File: config.mk
export PLATFORM = sky130hd
export DESIGN_NAME = dkong3_sndlatch_ctrl
export DESIGN_NICKNAME = d
export VERILOG_FILES = /design/src/rtl/dkong3_sndlatch_ctrl.sv
export SDC_FILE = /design/constraint.sdc
export NUM_CORES = 1
export LEC_CHECK = 0
export ABC_AREA = 1
export CAP_MARGIN = 25
export CORE_MARGIN = 1.5
export CORE_UTILIZATION = 60
export CTS_CLUSTER_SIZE = 12
export DETAILED_ROUTE_END_ITERATION = 10
export PLACE_DENSITY_LB_ADDON = 0.2
export SYNTH_ARGS = -nofsm -noshare
export SYNTH_HDL_FRONTEND = slang
export SYNTH_SLANG_ARGS = --single-unit
File: constraint.sdc
create_clock -name I_CLK_24M -period 3.6 [get_ports I_CLK_24M]
set_clock_uncertainty 0.05 [all_clocks]
set_input_delay 0.54 -clock I_CLK_24M [delete_from_list [all_inputs] [get_ports I_CLK_24M]]
set_output_delay 0.54 -clock I_CLK_24M [all_outputs]
set_load 0.02 [all_outputs]
File: src/rtl/dkong3_sndlatch_ctrl.sv
// dkong3_sndlatch_ctrl
// Main-CPU to sound-CPU command latch controller. Three per-port command
// FIFOs feed one shared latch bus through a round-robin arbiter and a
// four-phase strobe sequencer (IDLE -> SETUP -> STROBE -> HOLD).
// Optional feature macro: DK3_SNDLATCH_ACKWAIT_EN. When it is defined, a port
// that has been strobed is not served again until its sub CPU acknowledges.
`timescale 1ns/1ps

module dkong3_sndlatch_ctrl #(
    parameter int DEPTH      = 4,
    parameter int STROBE_LEN = 4
) (
    input  logic       I_CLK_24M,
    input  logic       I_RST,
    input  logic       I_MCPU_WR,
    input  logic [1:0] I_PORT_SEL,
    input  logic [7:0] I_MCPU_DO,
    input  logic [2:0] I_ACK,
    output logic [7:0] O_DATA,
    output logic [2:0] O_4E_Q,
    output logic [2:0] O_FULL,
    output logic [2:0] O_OVF,
    output logic       O_BUSY
);

    localparam int AW   = $clog2(DEPTH);
    localparam int CNTW = $clog2(STROBE_LEN) + 1;

    typedef enum logic [1:0] {IDLE, SETUP, STROBE, HOLD} state_t;

    state_t            state_reg, state_next;
    logic [CNTW-1:0]   cnt_reg, cnt_next;
    logic [1:0]        rr_reg, rr_next;
    logic [1:0]        gnt_reg, gnt_next;
    logic [7:0]        data_reg;

    logic [2:0]        empty;
    logic [2:0]        eligible;
    logic [2:0]        pop;
    logic [7:0]        head [3];
    logic              grant_valid;
    logic [1:0]        grant_idx;

    // Per-port command FIFOs
    genvar gi;
    generate
        for (gi = 0; gi < 3; gi++) begin : g_fifo
            logic [7:0]    mem [DEPTH];
            logic [AW-1:0] wr_ptr_reg, rd_ptr_reg;
            logic [AW:0]   count_reg;
            logic          ovf_reg;
            logic          sel;
            logic          full;
            logic          push;

            assign sel  = I_MCPU_WR && (I_PORT_SEL == 2'(gi));
            assign full = (count_reg == (AW+1)'(DEPTH));
            // A write to a full FIFO is dropped even if the head pops on this edge
            assign push = sel && !full;

            // Storage array, no reset needed
            always_ff @(posedge I_CLK_24M) begin
                if (push) mem[wr_ptr_reg] <= I_MCPU_DO;
            end

            // Pointers, occupancy and sticky overflow
            always_ff @(posedge I_CLK_24M or posedge I_RST) begin
                if (I_RST) begin
                    wr_ptr_reg <= '0;
                    rd_ptr_reg <= '0;
                    count_reg  <= '0;
                    ovf_reg    <= 1'b0;
                end else begin
                    if (push)    wr_ptr_reg <= wr_ptr_reg + 1'b1;
                    if (pop[gi]) rd_ptr_reg <= rd_ptr_reg + 1'b1;
                    count_reg <= count_reg + (AW+1)'(push) - (AW+1)'(pop[gi]);
                    if (sel && full) ovf_reg <= 1'b1;
                end
            end

            assign empty[gi]  = (count_reg == '0);
            assign O_FULL[gi] = full;
            assign O_OVF[gi]  = ovf_reg;
            assign head[gi]   = mem[rd_ptr_reg];
        end
    endgenerate

`ifdef DK3_SNDLATCH_ACKWAIT_EN
    logic [2:0] await_reg;

    // Await flags: set on HOLD entry for the strobed port, cleared by its ack; set wins
    always_ff @(posedge I_CLK_24M or posedge I_RST) begin
        if (I_RST) begin
            await_reg <= 3'b000;
        end else begin
            for (int i = 0; i < 3; i++) begin
                if (state_reg == STROBE && state_next == HOLD && gnt_reg == 2'(i))
                    await_reg[i] <= 1'b1;
                else if (I_ACK[i])
                    await_reg[i] <= 1'b0;
            end
        end
    end

    assign eligible = ~empty & ~await_reg;
`else
    logic ack_unused;
    assign ack_unused = ^I_ACK;
    assign eligible   = ~empty;
`endif

    // Round-robin pick: first eligible port at or after rr, scanned backwards so the nearest wins
    always_comb begin
        int idx;
        grant_valid = 1'b0;
        grant_idx   = rr_reg;
        for (int k = 2; k >= 0; k--) begin
            idx = (int'(rr_reg) + k) % 3;
            if (eligible[idx]) begin
                grant_valid = 1'b1;
                grant_idx   = 2'(idx);
            end
        end
    end

    // State, phase counter, pointer and grant registers
    always_ff @(posedge I_CLK_24M or posedge I_RST) begin
        if (I_RST) begin
            state_reg <= IDLE;
            cnt_reg   <= '0;
            rr_reg    <= 2'd0;
            gnt_reg   <= 2'd0;
        end else begin
            state_reg <= state_next;
            cnt_reg   <= cnt_next;
            rr_reg    <= rr_next;
            gnt_reg   <= gnt_next;
        end
    end

    // Next-state logic; the grant edge also pops the winning FIFO
    always_comb begin
        state_next = state_reg;
        cnt_next   = cnt_reg;
        rr_next    = rr_reg;
        gnt_next   = gnt_reg;
        pop        = 3'b000;
        case (state_reg)
            IDLE: begin
                if (grant_valid) begin
                    state_next     = SETUP;
                    cnt_next       = '0;
                    gnt_next       = grant_idx;
                    rr_next        = (grant_idx == 2'd2) ? 2'd0 : grant_idx + 2'd1;
                    pop[grant_idx] = 1'b1;
                end
            end
            SETUP: begin
                if (cnt_reg == CNTW'(1)) begin
                    state_next = STROBE;
                    cnt_next   = '0;
                end else begin
                    cnt_next = cnt_reg + 1'b1;
                end
            end
            STROBE: begin
                if (cnt_reg == CNTW'(STROBE_LEN - 1)) begin
                    state_next = HOLD;
                    cnt_next   = '0;
                end else begin
                    cnt_next = cnt_reg + 1'b1;
                end
            end
            default: begin
                if (cnt_reg == CNTW'(1)) begin
                    state_next = IDLE;
                    cnt_next   = '0;
                end else begin
                    cnt_next = cnt_reg + 1'b1;
                end
            end
        endcase
    end

    // Latch data register: loaded with the FIFO head on the grant edge only
    always_ff @(posedge I_CLK_24M or posedge I_RST) begin
        if (I_RST) begin
            data_reg <= 8'h00;
        end else if (state_reg == IDLE && grant_valid) begin
            data_reg <= head[grant_idx];
        end
    end

    // Outputs decoded from state; only the granted strobe bit can be high
    always_comb begin
        O_4E_Q = 3'b000;
        if (state_reg == STROBE) O_4E_Q[gnt_reg] = 1'b1;
        O_BUSY = (state_reg != IDLE);
    end

    assign O_DATA = data_reg;

endmodule

# [After elaboration in Yosys (flattened, before gate mapping)]
# Memory sizes are Yosys's and may differ from the RTL's.
# Cells that the tools add are included.
[totals] regBits=41 ramBits=96 output_inout_bits=18 memories=3
[op_classes] add_sub_neg=16 div=3 magnitude_cmp=8 eq_ne=13 mux=41 bitwise_logic=2 reduce_logical=24
[mem_list] name="g_fifo[0].mem" depth=4 word_bits=8 read_ports=1 rd_ports_with_merged_regs=0 write_ports=1 line="48" rtl="logic [7:0] mem [DEPTH];"
[mem_list] name="g_fifo[1].mem" depth=4 word_bits=8 read_ports=1 rd_ports_with_merged_regs=0 write_ports=1 line="48"
[mem_list] name="g_fifo[2].mem" depth=4 word_bits=8 read_ports=1 rd_ports_with_merged_regs=0 write_ports=1 line="48"
[ops] cell="$lt 32x4->1 const B" count=3
[ops] cell="$mod 32x3->32 const B" count=2
[ops] cell="$mod 3x3->32 const B" count=1
[ops] cell="$mux 3" count=6
[ops] cell="$mux 1" count=17
[ops] cell="$bmux 8 s2" count=1
[ops] cell="$mux 2" count=8
[ops] cell="$mux 8" count=2
[ops] cell="$add 2x1->2 const B" count=7
[ops] cell="$logic_and 1x1->1" count=12
[ops] cell="$add 3x1->3" count=3
[ops] cell="$eq 3x3->1 const B" count=3
[ops] cell="$logic_not 3->1" count=3
[ops] cell="$sub 3x1->3" count=3
[ops] cell="$bmux 1 s2" count=3
[ops] cell="$eq 2x2->1 const B" count=3
[ops] cell="$lt 2x3->1 const B" count=2
[ops] cell="$ne 2x2->1 const B" count=3
[ops] cell="$pmux 2 s3" count=1
[ops] cell="$pmux 3 s2" count=1
[ops] cell="$demux 1 s2" count=2
[ops] cell="$eq 2x1->1 const B" count=2
[ops] cell="$ge 2x1->1 const B" count=2
[ops] cell="$logic_not 2->1" count=2
[ops] cell="13 further kinds" count=15

# [Longest topological paths before layout]
[depth] depth_word=15 depth_mapped=19 depth_no_buf=19

# [Least setup slack after synthesis]
# No wires, ideal clock.
[synth_timing] path_type="reg2reg" from="register rr_reg[0]" to="register g_fifo[0].count_reg[2]" t_arrival_ns=2.563 required_ns=3.428 path_slack_ns=0.865 path_stages_with_launch=18 n_path_buf=0 path_cell_list="dfrtp_1 inv_1 ha_1 inv_2 nand3_1 nand3_2 nand2_2 nor2_1 nand2_1 nand2_2 nand2_4 nor3_4 ha_1 inv_1 ha_1 inv_1 fa_1 xor2_1"
[synth_between] elab_chain_len=15
[synth_lines] item="start, declared" line="33" rtl="logic [1:0] rr_reg, rr_next;"
[synth_lines] item="start signal, assigned" line="136" rtl="rr_reg <= rr_next;"
[synth_lines] item="$add 2x2->3" line="118" rtl="idx = (int'(rr_reg) + k) % 3;"
[synth_lines] item="$mod 32x3->32" line="118"
[synth_lines] item="$bmux 1 s2" line="119" rtl="if (eligible[idx]) begin"
[synth_lines] item="$mux 1 (not written as such) (2 in a row)" line="119"
[synth_lines] item="$mux 2 (3 in a row)" line="119"
[synth_lines] item="$lt 2x3->1 (not written as such) or $ge 2x1->1 (tied branches)" line="155" rtl="pop[grant_idx] = 1'b1;"
[synth_lines] item="$logic_and 1x1->1 (not written as such)" line="155"
[synth_lines] item="$mux 1 (not written as such)" line="155"
[synth_lines] item="$demux 1 s2" line="155"
[synth_lines] item="$mux 3 (*)" line="150" rtl="if (grant_valid) begin"
[synth_lines] item="$mux 3 (*)" line="148" rtl="case (state_reg)"
[synth_lines] item="net pop[0]" line="39" rtl="logic [2:0] pop;"
[synth_lines] item="$sub 3x1->3 (*)" line="76" rtl="count_reg <= count_reg + (AW+1)'(push) - (AW+1)'(pop[gi]);"
[synth_lines] item="end signal, assigned" line="76"
[synth_lines] item="end, declared" line="50" rtl="logic [AW:0] count_reg;"
# The timed path passes the listed nets; every way through them passes the cells marked *. The select of a mux whose other input is x is not followed.
# A chain may end at the register's enable or synchronous reset.

# [Final worst setup path]
# Ends and elaborated chain as after synthesis.

==> flow_metrics.py <==
metrics = {
    "timing": {
        "tns_ns": 0,
        "fin_crit_ns": 3.19,
        "tightest_slew_ns": 0.738,
        "final_hold_viol_count": 0,
        "setup_viol": 0,
        "fin_ws_ns": 0.407,
        "post-route-period-util_pct": 88.7,
        "slew_headroom_pct": 50.6,
        "max_freq_mhz": 313,
        "slew_violations": 0,
        "rsz0062_at_grt": "no",
    },
    "pwr": {
        "pwr-share-comb_pct": 36.9,
        "pwr-share-seq_pct": 36.5,
        "p_clk_share_pct": 26.6,
        "switchingPower_mw": 2.37,
        "p_leak_nw": 2.91,
        "power.density_nw_per_um2": 864,
        "intPower_mw": 3.83,
        "vdd_ir_drop_max_v": 0.000459,
        "sw_frac_of_total_pct": 38.2,
    },
    "grt": {
        "grt_usage_pct": 23.7,
        "met3_usage_pct": 4.95,
        "grt_overflow_total": 0,
        "busiest_layer": "met2",
        "grt_max_degree": 27,
        "antenna_found_initial": 0,
        "use_met1_pct": 30.9,
        "grtUsageMet2_pct": 38.9,
        "grt_pass1_wl_um": 19600,
        "grt_pass1_vias": 4062,
    },
    "worst_setup_path": {
        "r2r_cells": 17,
        "worstSetupEndpointType": "register",
        "cp.arrival_ns": 3.54,
        "cpPeakStageDelay_ns": 0.39,
        "critPathLaunchType": "register",
        "worstPathRequired_ns": 3.95,
        "path_class": "register to register",
        "worst_path_max_delay_cell": "dfrtp_1",
        "cp_max_fo": 16,
        "path_cells": "inv_1 -> ha_1 -> inv_2 -> nand3_1 -> nand3_2 -> nand2_2 -> nor2_1 -> nand2_1 -> nand2_2 -> nand2_4 -> nor3_4 -> ha_1 -> inv_1 -> ha_1 -> inv_1 -> fa_1 -> xor2_1",
    },
    "job": {
        "drv_cap": 0,
    },
    "finish": {
        "drive_gt1_share_pct": 11.5,
        "areaGrowthSynthToFinish_pct": 16.0,
        "final_core_util_pct": 72.6,
        "seq_area_um2": 3910,
        "largest_reg_flops": 96,
        "nFillCells": 669,
        "fin_cells": 734,
        "nNetsFinal": 634,
        "num_antenna_cells": 0,
        "multiInputGateArea_um2": 1890,
    },
    "routing": {
        "vias": 4045,
        "vias_per_cell": 5.51,
        "finalWirelength_um": 11900,
        "first_pass_iters": 6,
        "drc": 0,
        "drtIter0Drc": 319,
        "ant_nets": 0,
        "drt-wirelength-per-cell_um": 16.3,
    },
    "clock_tree": {
        "hold_buffers": 0,
        "cts.sinks": 137,
        "cts_tree": "yes",
        "clock_latency_ns": 0.52,
        "cts-htree-levels": 4,
        "cts_buffer_depth": 2,
        "clk_pin_slew_worst_paths_ns": 0.06,
        "cts_resized": 0,
        "root_buffer": "clkbuf_8",
        "cts_setup_buffers": 0,
        "cts_buffers": 17,
    },
    "placed_design": {
        "placed_cells": 701,
        "gp_congestion": 0.790,
        "portBuffers": 30,
        "place.detailed.hpwl_um": 7870,
        "dp_slack_ns": 0.451,
    },
    "synthesis": {
        "ys_seq_area_share_pct": 63.3,
        "yosysMostFrequentCell": "edfxtp_1",
        "ys_ff_latch": 137,
        "yosysTopAreaCell": "edfxtp_1",
        "synth_nets": 597,
        "synth-edff-count": 96,
        "syn_inst": 551,
        "synth_area_per_cell_um2": 11.2,
        "synth_cell_types": 37,
        "synthFlopType": "edfxtp_1",
        "synth_top_area_share_pct": 46.7,
        "yosys_warnings": 0,
        "synth.area.top_cells": "edfxtp_1 47%, dfrtp_1 17%, ha_1 5.5%",
        "syn_area_um2": 6180,
        "synth_common_cells": "96 x edfxtp_1, 72 x nor2_1, 68 x nand2_1, 65 x inv_1, 51 x o21ai_0",
        "synthArstFlopShare_pct": 29.9,
    },
    "floorplan": {
        "fp.dieW_um": 104,
        "fp.coreArea_um2": 9860,
        "dieArea_um2": 10900,
        "rows": 36,
        "die_h_um": 104,
        "initial_core_util_pct": 62.6,
        "ios": 34,
    },
    "hold_path": {
        "hold_class": "primary input to asynchronous set/reset pin",
    },
    "status": {
        "status": "finished, final reports clean",
    },
}
[kinds of logic after synthesis]
family	Yosys count	share of synthesized area, %
flops	137	63.3
buf+inv	89	6.12
compound gates	96	9.05
xor+xnor	9	1.28
fa+ha+maj	30	6.44
simple gates	190	13.8
[cell type report]
class / count / area share (%)
inverter: 69 / 3.61
multi-input combinational: 325 / 26.4
timing repair buffer: 38 / 5.20
clock inverter: 13 / 2.04
clock buffer: 19 / 5.88
sequential: 137 / 54.5
tap: 133 / 2.32
[layer usage]
layer,wire (um),part of all wire (%),vias to the layer above
met3,695,5.8,22
li1,-,-,1942
met4,221,1.9,0
met2,5890,49,155
met1,5130,43,1926
met5,0,0,-
[cell usage in the layout, fill, tap and decap left out, drive strengths merged]
cell type,synthesis,routed
clkbuf,10,19
bufinv,0,2
o21bai,1,1
dfrtp,41,41
nor3,5,5
clkinvlp,0,2
inv,68,70
fa,3,3
clkdlybuf4s50,0,30
nor2,78,78
a21oi,11,11
o22ai,16,16
a32o,5,5
xor2,8,8
a21o,2,2
o21ai,54,54
buf,10,8
xnor2,1,1
clkinv,1,8
a31o,1,1
or2,2,2
nand3,25,25
edfxtp,96,96
ha,27,27
o211ai,6,6
nand2,78,78
nor3b,1,1
nand3b,1,1
[power by group through the flow]
stage	Combinational, mW	Clock, mW	Sequential (mW)
2_1_floorplan	1.71	0	2.22
3_3_place_gp	2.13	0	2.26
3_5_place_dp	2.25	0	2.28
4_1_cts	2.29	1.67	2.26
5_1_grt	2.56	1.74	2.30
6_report	2.29	1.65	2.26
[worst max-delay path: cells and delay by family (launching register included)]
| kind | cells | cell delay [ns] |
|---|---|---|
| XOR/XNOR | 1 | 0.17 |
| adder cells (fa/ha/maj) | 4 | 1.13 |
| buffers and inverters | 4 | 0.30 |
| flip-flops | 1 | 0.39 |
| AND/OR/NAND/NOR | 8 | 1.02 |
[per-stage QoR]
stage | area, um2 | hold slack (ns) | total power, mW
3_5_place_dp | 6580 | 0.392 | 4.53
5_1_grt | 7170 | 0.161 | 6.59
4_1_cts | 7150 | 0.406 | 6.22
2_1_floorplan | 6180 | 0.379 | 3.93
6_report | 7170 | 0.176 | 6.19
3_3_place_gp | 6580 | 0.386 | 4.39
[final timing paths]
path / slack, ns / to / from
worst max-delay path: 0.41 / g_fifo[0].count_reg[2] / rr_reg[0]
worst min-delay path: 0.18 / g_fifo[2].count_reg[2] / I_RST
worst max register to register: 0.41 / g_fifo[0].count_reg[2] / rr_reg[0]
worst min register to register: 0.40 / g_fifo[0].ovf_reg / g_fifo[0].ovf_reg
max in group asynchronous: 2.86 / g_fifo[1].count_reg[1] / I_RST
min in group I_CLK_24M: 0.40 / g_fifo[0].ovf_reg / g_fifo[0].ovf_reg
No activity file was read; power rests on OpenSTA's default activity.
